==> config.mk <==
export PLATFORM = sky130hd
export DESIGN_NAME = shift_result_display
export DESIGN_NICKNAME = d
export VERILOG_FILES = /design/src/rtl/shift_result_display.sv
export SDC_FILE = /design/constraint.sdc
export NUM_CORES = 1
export LEC_CHECK = 0
export CAP_MARGIN = 20
export CORE_MARGIN = 2
export CORE_UTILIZATION = 45
export DETAILED_ROUTE_END_ITERATION = 12
export GPL_ROUTABILITY_DRIVEN = 0
export GPL_TIMING_DRIVEN = 0
export PLACE_DENSITY = 0.75
export RECOVER_POWER = 25
export SYNTH_ARGS = -nofsm -noshare
export SYNTH_HDL_FRONTEND = slang
export SYNTH_SLANG_ARGS = --single-unit
export TNS_END_PERCENT = 100
==> constraint.sdc <==
create_clock -name clk -period 2.3 [get_ports clk]
set_input_delay 0.69 -clock clk [delete_from_list [all_inputs] [get_ports clk]]
set_output_delay 0.69 -clock clk [all_outputs]
set_load 0.1 [all_outputs]
==> src/rtl/shift_result_display.sv <==
// Four-digit multiplexed seven-segment display for the shifter result.
// Captures result on each rising edge of ready and scans one digit per REFRESH_DIV cycles.
module shift_result_display #(
   parameter logic [15:0] REFRESH_DIV = 16'd50000
) (
   input  logic        clk,
   input  logic        reset,
   input  logic [15:0] result,
   input  logic [15:0] ready,
   input  logic        blank_lz,
   output logic [3:0]  an,
   output logic [6:0]  seg,
   output logic        dp,
   output logic        new_value
);

   localparam int unsigned DATA_W  = 16;
   localparam int unsigned NIB_W   = 4;
   localparam int unsigned DIG_W   = 2;
   localparam int unsigned SEG_W   = 7;

   localparam logic [SEG_W-1:0] SEG_DASH  = 7'b0111111;
   localparam logic [SEG_W-1:0] SEG_BLANK = 7'b1111111;
   localparam logic [NIB_W-1:0] AN_RESET  = 4'b1110;

   logic [DATA_W-1:0] disp_reg;
   logic              valid;
   logic              ready_q;
   logic [DATA_W-1:0] div_cnt;
   logic [DIG_W-1:0]  digit;

   logic              ready_c;
   logic              capture_c;
   logic              wrap_c;
   logic [NIB_W-1:0]  nibble_c;
   logic [NIB_W-1:0]  lead_zero_c;
   logic              blank_c;
   logic [SEG_W-1:0]  seg_c;
   logic [NIB_W-1:0]  an_c;
   logic              dp_c;

   // Active-low {g,f,e,d,c,b,a} hex glyphs
   function automatic logic [SEG_W-1:0] hex_to_seg(input logic [NIB_W-1:0] n);
      logic [SEG_W-1:0] s;
      s = SEG_BLANK;
      case (n)
         4'h0: s = 7'b1000000;
         4'h1: s = 7'b1111001;
         4'h2: s = 7'b0100100;
         4'h3: s = 7'b0110000;
         4'h4: s = 7'b0011001;
         4'h5: s = 7'b0010010;
         4'h6: s = 7'b0000010;
         4'h7: s = 7'b1111000;
         4'h8: s = 7'b0000000;
         4'h9: s = 7'b0010000;
         4'hA: s = 7'b0001000;
         4'hB: s = 7'b0000011;
         4'hC: s = 7'b1000110;
         4'hD: s = 7'b0100001;
         4'hE: s = 7'b0000110;
         4'hF: s = 7'b0001110;
         default: s = SEG_BLANK;
      endcase
      return s;
   endfunction

   // Edge detect on ready and scan-timer wrap
   always_comb begin
      ready_c   = |ready;
      capture_c = ready_c & ~ready_q;
      wrap_c    = (div_cnt == DATA_W'(REFRESH_DIV - 16'd1));
   end

   // Select the nibble for the active digit and work out leading-zero blanking
   always_comb begin
      nibble_c = disp_reg[NIB_W-1:0];
      case (digit)
         2'd0: nibble_c = disp_reg[3:0];
         2'd1: nibble_c = disp_reg[7:4];
         2'd2: nibble_c = disp_reg[11:8];
         2'd3: nibble_c = disp_reg[15:12];
         default: nibble_c = disp_reg[3:0];
      endcase

      lead_zero_c    = '0;
      lead_zero_c[3] = (disp_reg[15:12] == 4'h0);
      lead_zero_c[2] = lead_zero_c[3] & (disp_reg[11:8] == 4'h0);
      lead_zero_c[1] = lead_zero_c[2] & (disp_reg[7:4]  == 4'h0);
      lead_zero_c[0] = 1'b0;

      blank_c = blank_lz & lead_zero_c[digit];
   end

   // Next registered display drive
   always_comb begin
      an_c = ~(4'b0001 << digit);
      dp_c = ~((digit == 2'd0) & valid);
      if (!valid)
         seg_c = SEG_DASH;
      else if (blank_c)
         seg_c = SEG_BLANK;
      else
         seg_c = hex_to_seg(nibble_c);
   end

   // Capture path, scan timer and registered outputs
   always_ff @(posedge clk) begin
      if (reset) begin
         disp_reg  <= '0;
         valid     <= 1'b0;
         ready_q   <= 1'b0;
         div_cnt   <= '0;
         digit     <= '0;
         new_value <= 1'b0;
         an        <= AN_RESET;
         seg       <= SEG_DASH;
         dp        <= 1'b1;
      end else begin
         ready_q   <= ready_c;
         new_value <= capture_c;
         if (capture_c) begin
            disp_reg <= result;
            valid    <= 1'b1;
         end

         if (wrap_c) begin
            div_cnt <= '0;
            digit   <= digit + 2'd1;
         end else begin
            div_cnt <= div_cnt + 16'd1;
         end

         an  <= an_c;
         seg <= seg_c;
         dp  <= dp_c;
      end
   end

endmodule
==> results.toml, run 1 <==
[outcome]
outcome = "complete, no violations"

[setup_path]
worstSetupStartpoint = "digit[0]"
crit_arrival_ns = 2.39
critPathRequiredTime_ns = 2.48
startpoint_type = "flop"
critPathCaptureType = "flop"
path_class = "reg2reg"
crit_fanout = 6
r2r-start = "digit[0]"

[cts]
clk_path_buf_depth = 2
ctsHoldBuffers = 0
cts_buffers = 5
cts_root_buffer = "clkbuf_8"
h-tree-depth = 2
tritoncts = "yes"
clock_latency_ns = 0.29
clk_pin_slew_ns = 0.08
clock-sinks = 49

[synth]
yosys.area_share.simple = 0.2197
avgSynthCellArea_um2 = 9.501
synthesis.area_um2 = 2176
ys_seq_area_frac = 0.4508
synthMuxAreaShare = 0.09718
synthXorXnorAreaFrac = 0.06038
synth-seq-cells = 49
syn_nets = 275
synth-adder-area-share = 0.06325
ys_warn_count = 0
ys_types = 43
synth_top_family_by_area = "simple AND/OR/NAND/NOR gates"
syn_inst = 229
synth-compound-area-share = 0.07533

[detailed_routing]
ant_nets = 0
drc_errors = 0
drt_iter0_drc = 119
vias = 1773
vias_per_cell = 5.139
wire_per_inst_um = 13.35
drt-pass1-iter-count = 5
routed_wirelength_um = 4607

[timing]
finalHoldViolCount = 0
max_clock_freq_mhz = 452.4
finalSetupViolCount = 0
period_minus_slack_ns = 2.210
relSlewSlack = 0.3624
rsz0062_at_grt = "yes"
tns_ns = 0
slew_violations = 0
tightest_slew_ns = 0.9603
finalCritPeriodShare = 0.9610
final.setup_skew_ns = 0.005502

[pwr]
combPwrFrac = 0.169
switchingPower_mw = 0.4502
power_mw = 1.724
pwr-share-seq = 0.523
p_leak_nw = 1.159
clock_power_share = 0.309
power.density_nw_per_um2 = 585.2
ir_drop_uv = 297.9
sw_frac_of_total = 0.2612
internal_power_mw = 1.274

[floorplanning]
rows = 25
io_pins = 48
die_area_um2 = 5407
dieHeight_um = 73.54
core-area_um2 = 4692
start_util = 0.4637
fp.dieW_um = 73.54

[grt]
antenna_found_initial = 0
grt_pass1_vias = 1699
track_usage = 0.1794
grt-ovfl-total = 0
grt.met1_usage = 0.2412
gr-usage-met3 = 0.03429
grt.met2_usage = 0.2877
grt_max_degree = 15
top_usage_layer = "met2"
grt_pass1_wl_um = 7590

[worst_hold_path]
hold_class = "reg2reg"
min-delay-start = "ready_q"

[final_layout]
register_area_um2 = 988.4
n_fill_cell = 385
fin_nets = 336
fin_util = 0.6277
area_delta_synth_final_pct = 35.36
multi_input_area_um2 = 1202
drive_above_1_share = 0.1512
n_antenna_cell = 0
design_area_um2 = 2945

[placement]
placed_cell_area_um2 = 2704
dp_hpwl_um = 3279
io_buffers = 46

[flow_run]
drv_cap = 0
==> power groups by stage <==
stage | combinational (mW) | sequential, mW | clock, mW
global placement | 0.276 | 0.922 | 0
CTS | 0.275 | 0.903 | 0.547
floorplan | 0.0977 | 1.00 | 0
global route | 0.315 | 0.905 | 0.583
detailed placement | 0.280 | 0.923 | 0
finish | 0.290 | 0.901 | 0.532
==> synth_stat cells, drive strengths merged <==
| master | count | share of area |
|---|---|---|
| a222oi | 3 | 0.014 |
| nand3 | 9 | 0.023 |
| a21boi | 1 | 0.0035 |
| or3 | 1 | 0.0029 |
| o21ai | 6 | 0.014 |
| mux2 | 1 | 0.0052 |
| and4 | 2 | 0.0081 |
| clkbuf | 4 | 0.0069 |
| or4b | 1 | 0.0046 |
| o2bb2ai | 1 | 0.0040 |
| mux2i | 20 | 0.092 |
| o21a | 1 | 0.0035 |
| ha | 11 | 0.063 |
| nor2b | 3 | 0.0086 |
| a21oi | 3 | 0.0069 |
| nand2b | 5 | 0.018 |
| o22ai | 1 | 0.0029 |
| buf | 3 | 0.011 |
| and2 | 1 | 0.0029 |
| nor3 | 3 | 0.0069 |
| and3 | 3 | 0.0092 |
| nand2 | 10 | 0.017 |
| dfxtp | 49 | 0.45 |
| a221o | 2 | 0.0092 |
| nand4 | 3 | 0.0086 |
| inv | 9 | 0.016 |
| o311ai | 1 | 0.0040 |
| and4bb | 1 | 0.0057 |
| nor2 | 43 | 0.075 |
| o211ai | 3 | 0.010 |
| or2 | 1 | 0.0029 |
| nor4 | 8 | 0.026 |
| xor2 | 8 | 0.032 |
| a22oi | 1 | 0.0035 |
| xnor2 | 7 | 0.028 |
==> cells in the final DEF, fill, tap and decap left out, drive strengths merged, types with 2 or more instances in the layout <==
master         synthesis  layout
xnor2                  7       7
nor4                   8       8
clkdlybuf4s50          0      33
nor2                  43      43
nor3                   3       3
clkbuf                 4      11
dfxtp                 49      49
mux2i                 20      20
nand2b                 5       5
nand3                  9       9
nand4                  3       3
xor2                   8       8
inv                    9       7
dlygate4sd2            0      13
nand2                 10      10
ha                    11      11
nor2b                  3       3
and4                   2       2
clkinvlp               0       2
a221o                  2       2
o21ai                  6       6
a222oi                 3       3
and3                   3       3
a21oi                  3       3
buf                    3      11
o211ai                 3       3
==> metal layers <==
layer,wire length [µm],vias to the layer above,share of wire
met5,0,-,0
met4,77,0,0.017
met3,171,7,0.037
met2,2180,42,0.47
met1,2178,807,0.47
li1,-,917,-
==> cells by family (layout without fill, tap and decap cells) <==
| group | count (synthesis) | count (layout) |
|---|---|---|
| and+or+nand+nor | 94 | 94 |
| adders and majority gates | 11 | 11 |
| muxes | 21 | 21 |
| xor gates and xnor gates | 15 | 15 |
| buffers and inverters | 16 | 78 |
| DFF | 49 | 49 |
| AOI/OAI and AO/OA | 23 | 23 |
==> per-stage QoR <==
stage	hold WS [ns]	std cells	setup WS, ns
floorplan	0.4263	229	0.07664
global placement	0.4402	329	-0.2312
detailed placement	0.4446	329	-0.3006
CTS	0.4573	337	0.002177
global route	0.4910	345	-0.06729
finish	0.4625	345	0.08971
==> critical path, stage by stage, from the launching register on <==
cell and delay [ns]:
dfxtp_4 0.40, clkinvlp_4 0.16, ha_4 0.21, a222oi_1 0.44
a21oi_4 0.18, inv_2 0.12, ha_4 0.15, o21ai_1 0.08
a221o_1 0.35
==> cell type report <==
| type | count | share of cell area |
|---|---|---|
| clock inverter | 1 | 0.001699 |
| multi-input combinational | 164 | 0.4082 |
| timing repair buffer | 54 | 0.1712 |
| sequential | 49 | 0.3356 |
| inverter | 9 | 0.01402 |
| tap | 54 | 0.02294 |
| clock buffer | 7 | 0.03271 |
| buffer | 7 | 0.01359 |
==> path summary, 6_finish.rpt <==
check | end | slack, ns | depth (start not counted)
worst max-delay path | seg[5] | 0.09 | 8
worst min-delay path | new_value | 0.46 | 1
worst max register to register | seg[5] | 0.09 | 8
worst min register to register | new_value | 0.46 | 1
==> timing repair <==
| item | 4_1_cts | 5_1_grt |
|---|---|---|
| pin swaps | 2 | 7 |
| endpoints found under the hold margin | 0 | 0 |
| buffers inserted | 0 | 8 |
| endpoints found under the setup margin | 20 | 7 |
| resized for setup | 21 | 24 |
Power figures use the tool's default switching activity.
==> run 2, diff against run 1 <==
--- a/config.mk
+++ b/config.mk
@@ -7,11 +7,10 @@
 export LEC_CHECK = 0
 export CAP_MARGIN = 20
 export CORE_MARGIN = 2
-export CORE_UTILIZATION = 45
+export CORE_UTILIZATION = 35
 export DETAILED_ROUTE_END_ITERATION = 12
 export GPL_ROUTABILITY_DRIVEN = 0
 export GPL_TIMING_DRIVEN = 0
-export PLACE_DENSITY = 0.75
 export RECOVER_POWER = 25
 export SYNTH_ARGS = -nofsm -noshare
 export SYNTH_HDL_FRONTEND = slang
==> run 2 against run 1 <==
  * Count of clock-buffer cells in the layout shrank 2
  * Sequential power hardly changed
  * Cell count increased by 5.5%
  * Worst setup slack got worse by 0.00067 ns
  * Global-route usage is 4.8 points lower
  * Clock skew about the same
  * Power up 10%
  * Critical path depth grew 2
  * Highest routed layer unchanged
==> results.toml, run 2 (synthesis gave the netlist of run 1 again) <==
[outcome]
outcome = "complete, no violations"

[timing]
relSlewSlack = 0.3540
tightest_slew_ns = 0.9729
slew_violations = 0
finalHoldViolCount = 0
worst_slack_ns = 0.08904
max_clock_freq_mhz = 452.3
period_minus_slack_ns = 2.211
final.setup_skew_ns = 0.005209
finalSetupViolCount = 0
finalCritPeriodShare = 0.9613
whs_ns = 0.4651

[floorplanning]
rows = 28
dieHeight_um = 82.85
core-area_um2 = 5956
start_util = 0.3653
fp.dieW_um = 82.85
die_area_um2 = 6863
io_pins = 48

[detailed_routing]
vias = 1731
drc_errors = 0
drt-pass1-iter-count = 4
wire_per_inst_um = 12.62
drt_iter0_drc = 58
routed_wirelength_um = 4595
vias_per_cell = 4.755
ant_nets = 0

[setup_path]
path_buf_inv = 2
crit_fanout = 5
crit_slowest_cell = "dfxtp_4"
critPathCaptureType = "flop"
path_cells = "clkinvlp_4 > ha_4 > a222oi_1 > nand2_1 > o21ai_4 > inv_2 > ha_1 > or3_1 > o21ai_0 > o21ai_1"
crit_arrival_ns = 2.40
startpoint_type = "flop"
max_stage_delay_ns = 0.39
cpLargestDelayFamily = "compound AO/OA/AOI/OAI gates"
path_class = "reg2reg"
critPathRequiredTime_ns = 2.48

[pwr]
clock_power_share = 0.378
pwr-share-seq = 0.475
sw_frac_of_total = 0.2481
power_mw = 1.900
ir_drop_uv = 318.5
internal_power_mw = 1.429
p_leak_nw = 1.162
power.density_nw_per_um2 = 648.0
combPwrFrac = 0.147
switchingPower_mw = 0.4714

[final_layout]
area_delta_synth_final_pct = 34.79
drive_above_1_share = 0.1142
mostFrequentLayoutCells = "dfxtp_1, nor2_1, clkdlybuf4s50_1"
n_antenna_cell = 0
final_common_cell = "dfxtp_1"
fin_nets = 334
design_area_um2 = 2933
n_fill_cell = 610

[grt]
grt_pass1_vias = 1581
grt-ovfl-total = 0
track_usage = 0.1318
antenna_found_initial = 0
grt_max_degree = 16
grt_pass1_wl_um = 7417

[cts]
tritoncts = "yes"
cts_root_buffer = "clkbuf_8"
cts_buffers = 5
clock-sinks = 49
clk_path_buf_depth = 2
clock_latency_ns = 0.30
h-tree-depth = 2
ctsHoldBuffers = 0
clk_pin_slew_ns = 0.09

[placement]
placed_cell_area_um2 = 2730
io_buffers = 46
dp_hpwl_um = 3442
pre_cts_ws_ns = -0.2740

[worst_hold_path]
hold_class = "reg2reg"

[flow_run]
drv_cap = 0
## run 2: changes by cell type in the layout (fill, tap and decap cells not counted), moves of 2 or more
| cell | before | now |
|---|---|---|
| o21ai_0 | 2 | 4 |
| ha_4 | 4 | 1 |
| clkbuf_8 | 7 | 5 |
| buf_4 | 9 | 7 |
| ha_1 | 6 | 9 |
| bufinv_16 | 0 | 2 |
## run 2: path summary, 6_finish.rpt
kind                                  from         end  slack [ns]  depth (start not counted)
worst max register to register    digit[0]      seg[0]        0.09                         10
worst min register to register  div_cnt[0]  div_cnt[0]        0.47                          1
worst max-delay path              digit[0]      seg[0]        0.09                         10
worst min-delay path            div_cnt[0]  div_cnt[0]        0.47                          1
## run 2: layer usage
| metal | up-vias | GRT usage | share of wire |
|---|---|---|---|
| li1 | 905 | - | - |
| met5 | - | 0 | 0 |
| met4 | 0 | 0.04471 | 0.015 |
| met3 | 6 | 0.04374 | 0.042 |
| met2 | 27 | 0.2053 | 0.46 |
| met1 | 793 | 0.1715 | 0.48 |
## run 2: what timing repair did
action,CTS,global route
endpoints found under the setup margin,19,5
endpoints found under the hold margin,0,0
pin swaps,1,4
gates resized for setup,19,11
setup buffers,0,6
## run 2: final cells by class
cell class                      instances  area [µm²]  area share
Multi-Input combinational cell        164        1151      0.3925
Sequential cell                        49       988.4      0.3370
Clock buffer                            5       68.82     0.02346
Tap cell                               75       93.84     0.03200
Inverter                                9       37.54     0.01280
Buffer                                  7       38.79     0.01323
Clock inverter                          3       65.06     0.02218
Timing Repair Buffer                   52       489.2      0.1668
## run 2: through the flow
stage                     setup TNS, ns  utilization  cells
after floorplan                       0            -    229
after global placement           -2.503       0.4584    350
after detailed placement         -2.946       0.4584    350
after CTS                     -0.004044       0.4811    358
after global routing           -0.01796       0.4924    364
final                                 0       0.4924    364
## run 2: power groups by stage
stage                     registers, mW  clock network [mW]  logic, mW
after floorplan                    1.00                   0     0.0977
after global placement            0.923                   0      0.278
after detailed placement          0.925                   0      0.280
after CTS                         0.905               0.744      0.274
after global routing              0.907               0.782      0.301
final                             0.902               0.719      0.280
==> run 3, diff against run 2 <==
--- a/config.mk
+++ b/config.mk
@@ -5,12 +5,15 @@
 export SDC_FILE = /design/constraint.sdc
 export NUM_CORES = 1
 export LEC_CHECK = 0
+export ABC_CLOCK_PERIOD_IN_PS = 2300
 export CAP_MARGIN = 20
 export CORE_MARGIN = 2
 export CORE_UTILIZATION = 35
+export CTS_CLUSTER_DIAMETER = 100
 export DETAILED_ROUTE_END_ITERATION = 12
 export GPL_ROUTABILITY_DRIVEN = 0
 export GPL_TIMING_DRIVEN = 0
+export MAX_ROUTING_LAYER = met4
 export RECOVER_POWER = 25
 export SYNTH_ARGS = -nofsm -noshare
 export SYNTH_HDL_FRONTEND = slang
==> run 3 against run 2 <==
  * Largest power group unchanged
  * Power about the same
  * Sequential share of layout area unchanged
  * Worst hold slack about the same
  * Clock power about the same
  * Largest cell class unchanged
  * Critical path depth unchanged
  * Cell count unchanged
==> results.toml, run 3 (synthesis gave the netlist of run 1 again) <==
[outcome]
outcome = "complete, no violations"

[cts]
clk_path_buf_depth = 2
h-tree-depth = 2
cts_buffers = 5
clock_latency_ns = 0.30
clock-sinks = 49
tritoncts = "yes"
ctsHoldBuffers = 0
cts_root_buffer = "clkbuf_8"
clk_pin_slew_ns = 0.09

[final_layout]
fin_nets = 334
drive_above_1_share = 0.1142
n_antenna_cell = 0
final_common_cell = "dfxtp_1"
multi_input_area_um2 = 1151
mostFrequentLayoutCells = "dfxtp_1, nor2_1, clkdlybuf4s50_1"
n_fill_cell = 610
fin_cells = 364
register_area_um2 = 988.4
area_delta_synth_final_pct = 34.79
fin_util = 0.4924

[setup_path]
reg2reg_slack_ns = 0.09
path_class = "reg2reg"
r2r-start = "digit[0]"
critPathCaptureType = "flop"
path_cells = "clkinvlp_4 > ha_4 > a222oi_1 > nand2_1 > o21ai_4 > inv_2 > ha_1 > or3_1 > o21ai_0 > o21ai_1"
r2r_cells = 10
crit_arrival_ns = 2.39
crit_fanout = 5
critPathRequiredTime_ns = 2.48
startpoint_type = "flop"
cpLargestDelayFamily = "compound AO/OA/AOI/OAI gates"
path_buf_inv = 2
crit_slowest_cell = "dfxtp_4"
r2r_end = "seg[0]"
max_stage_delay_ns = 0.39

[floorplanning]
dieHeight_um = 82.85
die_area_um2 = 6863
fp.dieW_um = 82.85
core-area_um2 = 5956
rows = 28
start_util = 0.3653
io_pins = 48

[detailed_routing]
vias = 1730
drt-pass1-iter-count = 5
ant_nets = 0
vias_per_cell = 4.753
drc_errors = 0
routed_wirelength_um = 4591
wire_per_inst_um = 12.61
drt_iter0_drc = 58

[grt]
track_usage = 0.1355
antenna_found_initial = 0
grt_max_degree = 16
grt-ovfl-total = 0
grt_pass1_wl_um = 7410
grt_pass1_vias = 1582

[worst_hold_path]
hold_path_end = "div_cnt[0]"
hold_class = "reg2reg"
holdPathStages = 1
min-delay-start = "div_cnt[0]"

[pwr]
power_mw = 1.900
power.density_nw_per_um2 = 648.0
p_leak_nw = 1.162
ir_drop_uv = 318.4

[timing]
slew_violations = 0
finalHoldViolCount = 0
relSlewSlack = 0.3540
final.setup_skew_ns = 0.005192
period_minus_slack_ns = 2.210
finalCritPeriodShare = 0.9609
tightest_slew_ns = 0.9729
finalSetupViolCount = 0
max_clock_freq_mhz = 452.5

[placement]
dp.cells = 350
io_buffers = 46
dp_hpwl_um = 3442

[flow_run]
drv_cap = 0
run 3: final cells by class:
cell class	count	share of cell area
repair buffers	52	0.1668
plain buffers	7	0.01323
clock buffers	5	0.02346
multi-input cells	164	0.3925
well taps	75	0.03200
clock inverters	3	0.02218
inverters	9	0.01280
flip-flops and latches	49	0.3370
run 3: stage by stage:
| step | hold slack [ns] | area, µm² | setup slack [ns] | setup TNS [ns] |
|---|---|---|---|---|
| after global placement | 0.4423 | 2730 | -0.2446 | -2.503 |
| after CTS | 0.4745 | 2865 | -0.004044 | -0.004044 |
| after global routing | 0.5067 | 2933 | -0.01033 | -0.01795 |
| after detailed placement | 0.4531 | 2730 | -0.2740 | -2.946 |
| after floorplan | 0.4263 | 2176 | 0.07664 | 0 |
| final | 0.4651 | 2933 | 0.08993 | 0 |
run 3: worst max path at each step:
stage / from / to / slack, ns / cells past startpoint
3_3_place_gp: digit[0] / seg[5] / -0.24 / 10
2_1_floorplan: digit[1] / seg[0] / 0.08 / 10
6_report: digit[0] / seg[0] / 0.09 / 10
5_1_grt: digit[0] / seg[5] / -0.01 / 10
4_1_cts: digit[0] / seg[5] / -0.004 / 10
3_5_place_dp: digit[1] / seg[5] / -0.27 / 10
run 3: what timing repair did:
action	in CTS	in global routing
endpoints found under the setup margin	19	5
gates cloned	0	0
setup buffers	0	6
pin swaps	1	4
gates resized for setup	19	11
run 3: routing by layer:
metal  track usage  share of wire  vias to the layer above
met5             -              0                        -
met4       0.04471          0.015                        0
met3       0.04076          0.037                        6
met2        0.2053           0.46                       27
met1        0.1734           0.49                      792
li1              -              -                      905
run 3: power breakdown:
part / internal, mW / total, mW / leakage [nW] / switching (mW)
logic: 0.117 / 0.279 / 0.691 / 0.163
registers: 0.881 / 0.902 / 0.403 / 0.0214
clock network: 0.432 / 0.719 / 0.0681 / 0.287
run 3: worst register-to-register path: cells and delay by family (launching register included):
kind / cells / cell delay, ns
DFF: 1 / 0.39
adders and majority gates: 2 / 0.40
and+or+nand+nor: 2 / 0.52
AOI/OAI and AO/OA: 4 / 0.61
buffers and inverters: 2 / 0.19
